==> config.mk <==
export PLATFORM = sky130hd
export DESIGN_NAME = decimal_entry
export DESIGN_NICKNAME = d
export VERILOG_FILES = /design/src/rtl/decimal_entry.sv
export SDC_FILE = /design/constraint.sdc
export NUM_CORES = 1
export LEC_CHECK = 0
export ABC_CLOCK_PERIOD_IN_PS = 5350
export CAP_MARGIN = 10
export CORE_MARGIN = 1
export CORE_UTILIZATION = 57
export DETAILED_ROUTE_END_ITERATION = 8
export GPL_ROUTABILITY_DRIVEN = 0
export HOLD_SLACK_MARGIN = 0.12
export PLACE_DENSITY = 0.92
export SLEW_MARGIN = 20
export SYNTH_ARGS = -nofsm -noshare
export SYNTH_HDL_FRONTEND = slang
export SYNTH_SLANG_ARGS = --single-unit
==> constraint.sdc <==
create_clock -name clk -period 5.35 [get_ports clk]
set_input_delay 0.535 -clock clk [delete_from_list [all_inputs] [get_ports clk]]
set_output_delay 0.535 -clock clk [all_outputs]
set_load 0.05 [all_outputs]
==> src/rtl/decimal_entry.sv <==
// Keypad digit entry with sign, then a serial BCD-to-binary conversion (one digit per cycle,
// MS digit first) into a saturated 12-bit two's-complement result held behind valid/ready.
module decimal_entry #(
  parameter int NUM_DIGITS = 4
) (
  input  logic                    clk,
  input  logic                    reset_n,
  input  logic [3:0]              key_code,
  input  logic                    key_valid,
  input  logic                    out_ready,
  output logic [11:0]             value,
  output logic                    overflow,
  output logic                    out_valid,
  output logic                    busy,
  output logic [4*NUM_DIGITS-1:0] entry_bcd,
  output logic                    entry_neg,
  output logic [2:0]              digit_count
);

  localparam int BW = 4 * NUM_DIGITS;
  localparam int IW = (NUM_DIGITS > 1) ? $clog2(NUM_DIGITS) : 1;
  localparam logic [2:0]    MAX_CNT  = 3'(NUM_DIGITS);
  localparam logic [IW-1:0] LAST_IDX = IW'(NUM_DIGITS - 1);

  typedef enum logic [1:0] {ENTRY, CONVERT, HOLD} state_t;

  state_t        state;
  logic [13:0]   acc;
  logic [IW-1:0] idx;
  logic [3:0]    cur_digit;
  logic [13:0]   acc_next;
  logic [11:0]   sat_value;
  logic          sat_ovf;

  always_comb begin
    cur_digit = 4'd0;
    for (int i = 0; i < NUM_DIGITS; i++) begin
      if (idx == IW'(i)) cur_digit = entry_bcd[i*4 +: 4];
    end
  end

  // acc never exceeds 999 before the last step, so the shifts cannot wrap.
  assign acc_next = (acc << 3) + (acc << 1) + {10'd0, cur_digit};

  always_comb begin
    sat_value = acc_next[11:0];
    sat_ovf   = 1'b0;
    if (!entry_neg) begin
      if (acc_next > 14'd2047) begin
        sat_value = 12'h7FF;
        sat_ovf   = 1'b1;
      end
    end else if (acc_next > 14'd2048) begin
      sat_value = 12'h800;
      sat_ovf   = 1'b1;
    end else begin
      sat_value = ~acc_next[11:0] + 12'd1;
    end
  end

  always_ff @(posedge clk or negedge reset_n) begin
    if (!reset_n) begin
      state       <= ENTRY;
      acc         <= '0;
      idx         <= '0;
      value       <= '0;
      overflow    <= 1'b0;
      out_valid   <= 1'b0;
      busy        <= 1'b0;
      entry_bcd   <= '0;
      entry_neg   <= 1'b0;
      digit_count <= '0;
    end else begin
      case (state)
        ENTRY: begin
          if (key_valid) begin
            if (key_code <= 4'd9) begin
              if (digit_count != MAX_CNT && !(digit_count == 3'd0 && key_code == 4'd0)) begin
                entry_bcd   <= (entry_bcd << 4) | BW'(key_code);
                digit_count <= digit_count + 3'd1;
              end
            end else begin
              case (key_code)
                4'hA: entry_neg <= ~entry_neg;
                4'hB: begin
                  if (digit_count != 3'd0) begin
                    entry_bcd   <= entry_bcd >> 4;
                    digit_count <= digit_count - 3'd1;
                  end
                end
                4'hC: begin
                  entry_bcd   <= '0;
                  digit_count <= '0;
                  entry_neg   <= 1'b0;
                end
                4'hE: begin
                  state <= CONVERT;
                  acc   <= '0;
                  idx   <= LAST_IDX;
                  busy  <= 1'b1;
                end
                default: ;
              endcase
            end
          end
        end
        CONVERT: begin
          acc <= acc_next;
          if (idx == '0) begin
            state     <= HOLD;
            busy      <= 1'b0;
            value     <= sat_value;
            overflow  <= sat_ovf;
            out_valid <= 1'b1;
          end else begin
            idx <= idx - 1'b1;
          end
        end
        HOLD: begin
          if (out_ready) begin
            state       <= ENTRY;
            out_valid   <= 1'b0;
            entry_bcd   <= '0;
            digit_count <= '0;
            entry_neg   <= 1'b0;
          end
        end
        default: state <= ENTRY;
      endcase
    end
  end

endmodule
# After elaboration in Yosys (flattened, before gate mapping)
# Index checks and enable logic that the tools add are counted.
[op_classes]
muxes = 51
bitwise = 3
addsub = 6
reduce_logical = 19
order_cmp = 3
n_eq_ne = 20
[ops]
columns = ["cell", "count"]
rows = [
  ["$mux W16", 5],
  ["$pmux W16 S2", 2],
  ["$mux W13", 3],
  ["$mux W12", 3],
  ["$pmux W13 S2", 1],
  ["$reduce_and A5 Y1", 4],
  ["$mux W2", 9],
  ["$eq A4 B4 Y1 const B", 4],
  ["$mux W4", 4],
  ["$or A16 B4 Y16", 1],
  ["$mux W3", 5],
  ["$add A14 B14 Y14", 1],
  ["$add A14 B4 Y14", 1],
  ["$gt A14 B11 Y1 const B", 1],
  ["$gt A14 B12 Y1 const B", 1],
  ["$add A12 B1 Y12 const B", 1],
  ["$not A12 Y12", 1],
  ["$pmux W3 S2", 2],
  ["$mux W1", 11],
  ["$ne A2 B2 Y1 const B", 5],
  ["$pmux W1 S2", 4],
  ["$eq A2 B2 Y1 const B", 3],
  ["$ne A3 B3 Y1 const B", 2],
  ["$pmux W2 S3", 1],
  ["other kinds (22)", 27],
]
[word_totals]
regBits = 52
word_cells = 112

# Logic depth before layout (Yosys ltp)
[logic_depth]
ltp_word = 10
depth_mapped = 18
mapped_depth_nobuf = 17

# Worst setup path before layout
# OpenSTA, ideal clock, no wires.
[synth_path]
path_type = "reg2reg"
from = "reg idx[0]"
to = "reg value[2]"
path_slack_ps = 825
setup_time_ps = 65
n_path_buf = 1
path_stages_with_launch = 19
synth_period_minus_slack_ps = 4525
t_arrival_ps = 4460
path_cell_list = "dfrtp_1 inv_1 ha_1 inv_1 nor3_1 a21oi_1 nor2_1 a21oi_1 o21ai_0 fa_1 fa_1 a21oi_2 nor4b_1 or4b_1 clkbuf_2 or4b_4 o311ai_4 and2_4 o221a_2"
[synth_between]
elab_chain_cells = 10
[synth_rtl]
columns = ["element", "line", "text"]
rows = [
  ["from (decl)", "29", "logic [IW-1:0] idx;"],
  ["from (signal assigned)", "116", "idx <= idx - 1'b1;"],
  ["$logic_not A2 Y1", "38, 109", ""],
  ["$mux W4 (4 in a row)", "38", "if (idx == IW'(i)) cur_digit = entry_bcd[i*4 +: 4];"],
  ["$add A14 B4 Y14", "43", "assign acc_next = (acc << 3) + (acc << 1) + {10'd0, cur_digit};"],
  ["$not A12 Y12", "57", "sat_value = ~acc_next[11:0] + 12'd1;"],
  ["$add A12 B1 Y12", "57", ""],
  ["$mux W12", "53", "end else if (acc_next > 14'd2048) begin"],
  ["$mux W12", "48", "if (!entry_neg) begin"],
  ["to (signal assigned)", "112", "value <= sat_value;"],
  ["to (decl)", "11", "output logic [11:0] value,"],
]
# Parallel ways exist; a longest one is shown, timed or not.
# A chain may end at the register's enable or synchronous reset.

# Final worst setup path
[layout_path]
from = "reg idx[0]"
to = "reg value[4]"
# Same word-level chain as after synthesis.

==> flow_summary.ini <==
[finish]
diodes = 0
mostFrequentLayoutCell = dfrtp_1
layout-drive-gt1-share_pct = 6.292
area_growth_pct = 16.27
mostFrequentLayoutCells = 52 x dfrtp_1, 41 x o21ai_0, 41 x clkdlybuf4s50_1
nNetsFinal = 484

[status]
outcome = completed

[die]
dieArea_mm2 = 0.006745
core_area_mm2 = 0.006061
ioPinCount = 43
die-width_um = 82.13
fp.dieH_um = 82.13
start_util_pct = 60.38
fp-row-count = 28

[logic_synthesis]
synth.area.mux_share_pct = 1.949
synth-compound-area-share_pct = 27.76
synthXorXnorAreaFrac_pct = 3.009
synth_cells = 410
synth_edf_count = 0
synth_top_family_by_area = compound AO/OA/AOI/OAI gates
async_reset_ff_share_pct = 100.0
yosysSeqAreaShare_pct = 35.56
synth.distinct_cells = 63
synth-main-ff-cell = dfrtp_1
synth_top_cell_area_share_pct = 35.56
synth_fa_ha_area_share_pct = 11.35
syn_nets = 450
syn_area_per_cell_um2 = 8.926
synth_area_leaders = dfrtp_1 36%, ha_1 10%, o21ai_0 5.6%
synth_top_area_cell = dfrtp_1
synthSimpleGateAreaFrac_pct = 16.03
synthesis.area_mm2 = 0.003660
yosys_register_bits = 52
yosysWarnings = 0

[routing]
drcViolationCount = 0
dr_total_vias = 3451
wl_per_cell_um = 18.26
final_antenna_net_count = 0
vias_per_cell = 6.637
drtIter0Drc = 243
wl_mm = 9.495
drtPass1Iterations = 5

[sta]
max_slew.worst_pin.slew_ps = 854.8
setup_tns_ps = 0
fmax_mhz = 199.1
finalMaxSlewViolations = 0
fin_crit_sh_pct = 93.86
setup_viol = 0
fin_skew_ps = 11.35
slew_headroom_pct = 42.98
finalHoldViolCount = 0
period_needed_ps = 5022
rsz0062_at_grt = no

[global_route]
grt_pass1_wl_mm = 15.03
antenna_found_initial = 0
grt_max_degree = 53
first_global_vias = 3202
track_usage_pct = 29.02
grt.overflow.total = 0

[clock_tree]
cts.reportedPaths.clkPinSlew_ps = 100
cts_setup_buffers = 0
cts.sinks = 52
cts_root_buffer = clkbuf_8
cts_tree = built
htree_levels = 2
clockBufferDepth = 2
clk_latency_ps = 320
numCtsBuffers = 5

[critical_path]
crit_path_end_kind = register
crit_chain = inv_1 -> ha_1 -> inv_1 -> nor3_1 -> a21oi_1 -> nor2_1 -> a21oi_1 -> o21ai_0 -> fa_1 -> fa_1 -> a21oi_2 -> nor4b_1 -> or4b_1 -> or4b_4 -> o311ai_4 -> a31oi_1 -> a211oi_1
worstPathArrival_ps = 5230
crit_buf_inv = 2
max_stage_delay_ps = 660
path_max_fanout = 8
crit_path_start_kind = register
critPathKind = reg -> reg
critPathSlowestCell = or4b_1
critPathTopFamily = simple AND/OR/NAND/NOR gates
cp.required_ps = 5560

[placement]
dp.final_hpwl_mm = 6.974
io_buffers = 42

[hold_path]
hp-class = in -> async

[flow_run]
cap_viol_max_count = 0
==> synthesized netlist by cell type, types with 2 or more instances <==
cell type	count
a2111oi_0	2
a211o_1	4
a211oi_1	7
a21o_1	7
a21oi_1	25
a22o_1	8
a22oi_1	14
a31oi_1	6
and3_1	2
and4_1	2
clkbuf_1	17
dfrtp_1	52
fa_1	2
ha_1	30
inv_1	23
mux2i_1	6
nand2_1	36
nand2b_1	7
nand3_1	7
nand4_1	2
nor2_1	35
nor2b_1	3
nor3_1	4
nor3b_1	2
nor4_1	4
o2111a_1	2
o2111ai_1	2
o211ai_1	5
o21a_1	3
o21ai_0	41
o22ai_1	3
o311ai_0	2
o311ai_2	2
o32ai_1	2
or2_2	2
or3_1	3
or4b_1	2
xnor2_1	5
xor2_1	5
==> routing by layer <==
| metal | wire length [um] | GRT usage [%] | vias up |
|---|---|---|---|
| met1 | 3933 | 35.23 | 1653 |
| met2 | 4646 | 50.50 | 188 |
| met4 | 249 | 11.93 | 0 |
| li1 | - | - | 1583 |
| met3 | 666 | 5.165 | 27 |
| met5 | 0 | 0 | - |
==> final timing paths <==
path,from,to,slack (ps),cells past startpoint
worst max-delay path,idx[0],value[4],330,17
worst min-delay path,reset_n,acc[8],320,2
min in group clk,value[3],value[3],490,2
worst min register to register,value[3],value[3],490,2
worst max register to register,idx[0],value[4],330,17
max in group asynchronous,reset_n,acc[2],4560,2
==> through the flow <==
step	std cells	hold WS, ps	area, um^2	worst slack, ps	utilization (%)
after CTS	520	360.3	4250	434.5	70.13
after global routing	520	396.2	4255	86.11	70.21
after detailed placement	512	471.3	4143	458.6	68.35
after floorplan	410	239.4	3660	824.7	-
final	520	319.0	4255	328.3	70.21
after global placement	511	473.4	4131	625.3	68.17
==> flip-flops by register name, summed over array words and instances, names as in the netlist <==
signal and count:
entry_bcd 16, acc 13, value 12, digit_count 3, idx 2, state 2
busy 1, entry_neg 1, out_valid 1, overflow 1
==> layout make-up <==
| class | count | area (um^2) |
|---|---|---|
| multi-input combinational | 316 | 2217 |
| clock buffer | 6 | 72.57 |
| inverter | 23 | 86.33 |
| fill | 446 | 1805 |
| tap | 75 | 93.84 |
| timing repair buffer | 46 | 449.2 |
| sequential | 52 | 1301 |
| clock inverter | 2 | 35.03 |
==> kinds of logic after synthesis <==
| kind of cell | after synthesis |
|---|---|
| DFF | 52 |
| adders and majority gates | 32 |
| muxes | 7 |
| and+or+nand+nor | 119 |
| AOI/OAI and AO/OA | 147 |
| buffers and inverters | 42 |
| xor gates and xnor gates | 11 |
==> timing repair <==
action / in CTS / in global routing
gates resized for setup: 0 / 1
endpoints found under the setup margin: 0 / 1
hold buffers: 0 / 0
Power is not shown: default switching activity piles up to over one toggle a cycle in this logic, so the estimate is an artifact.
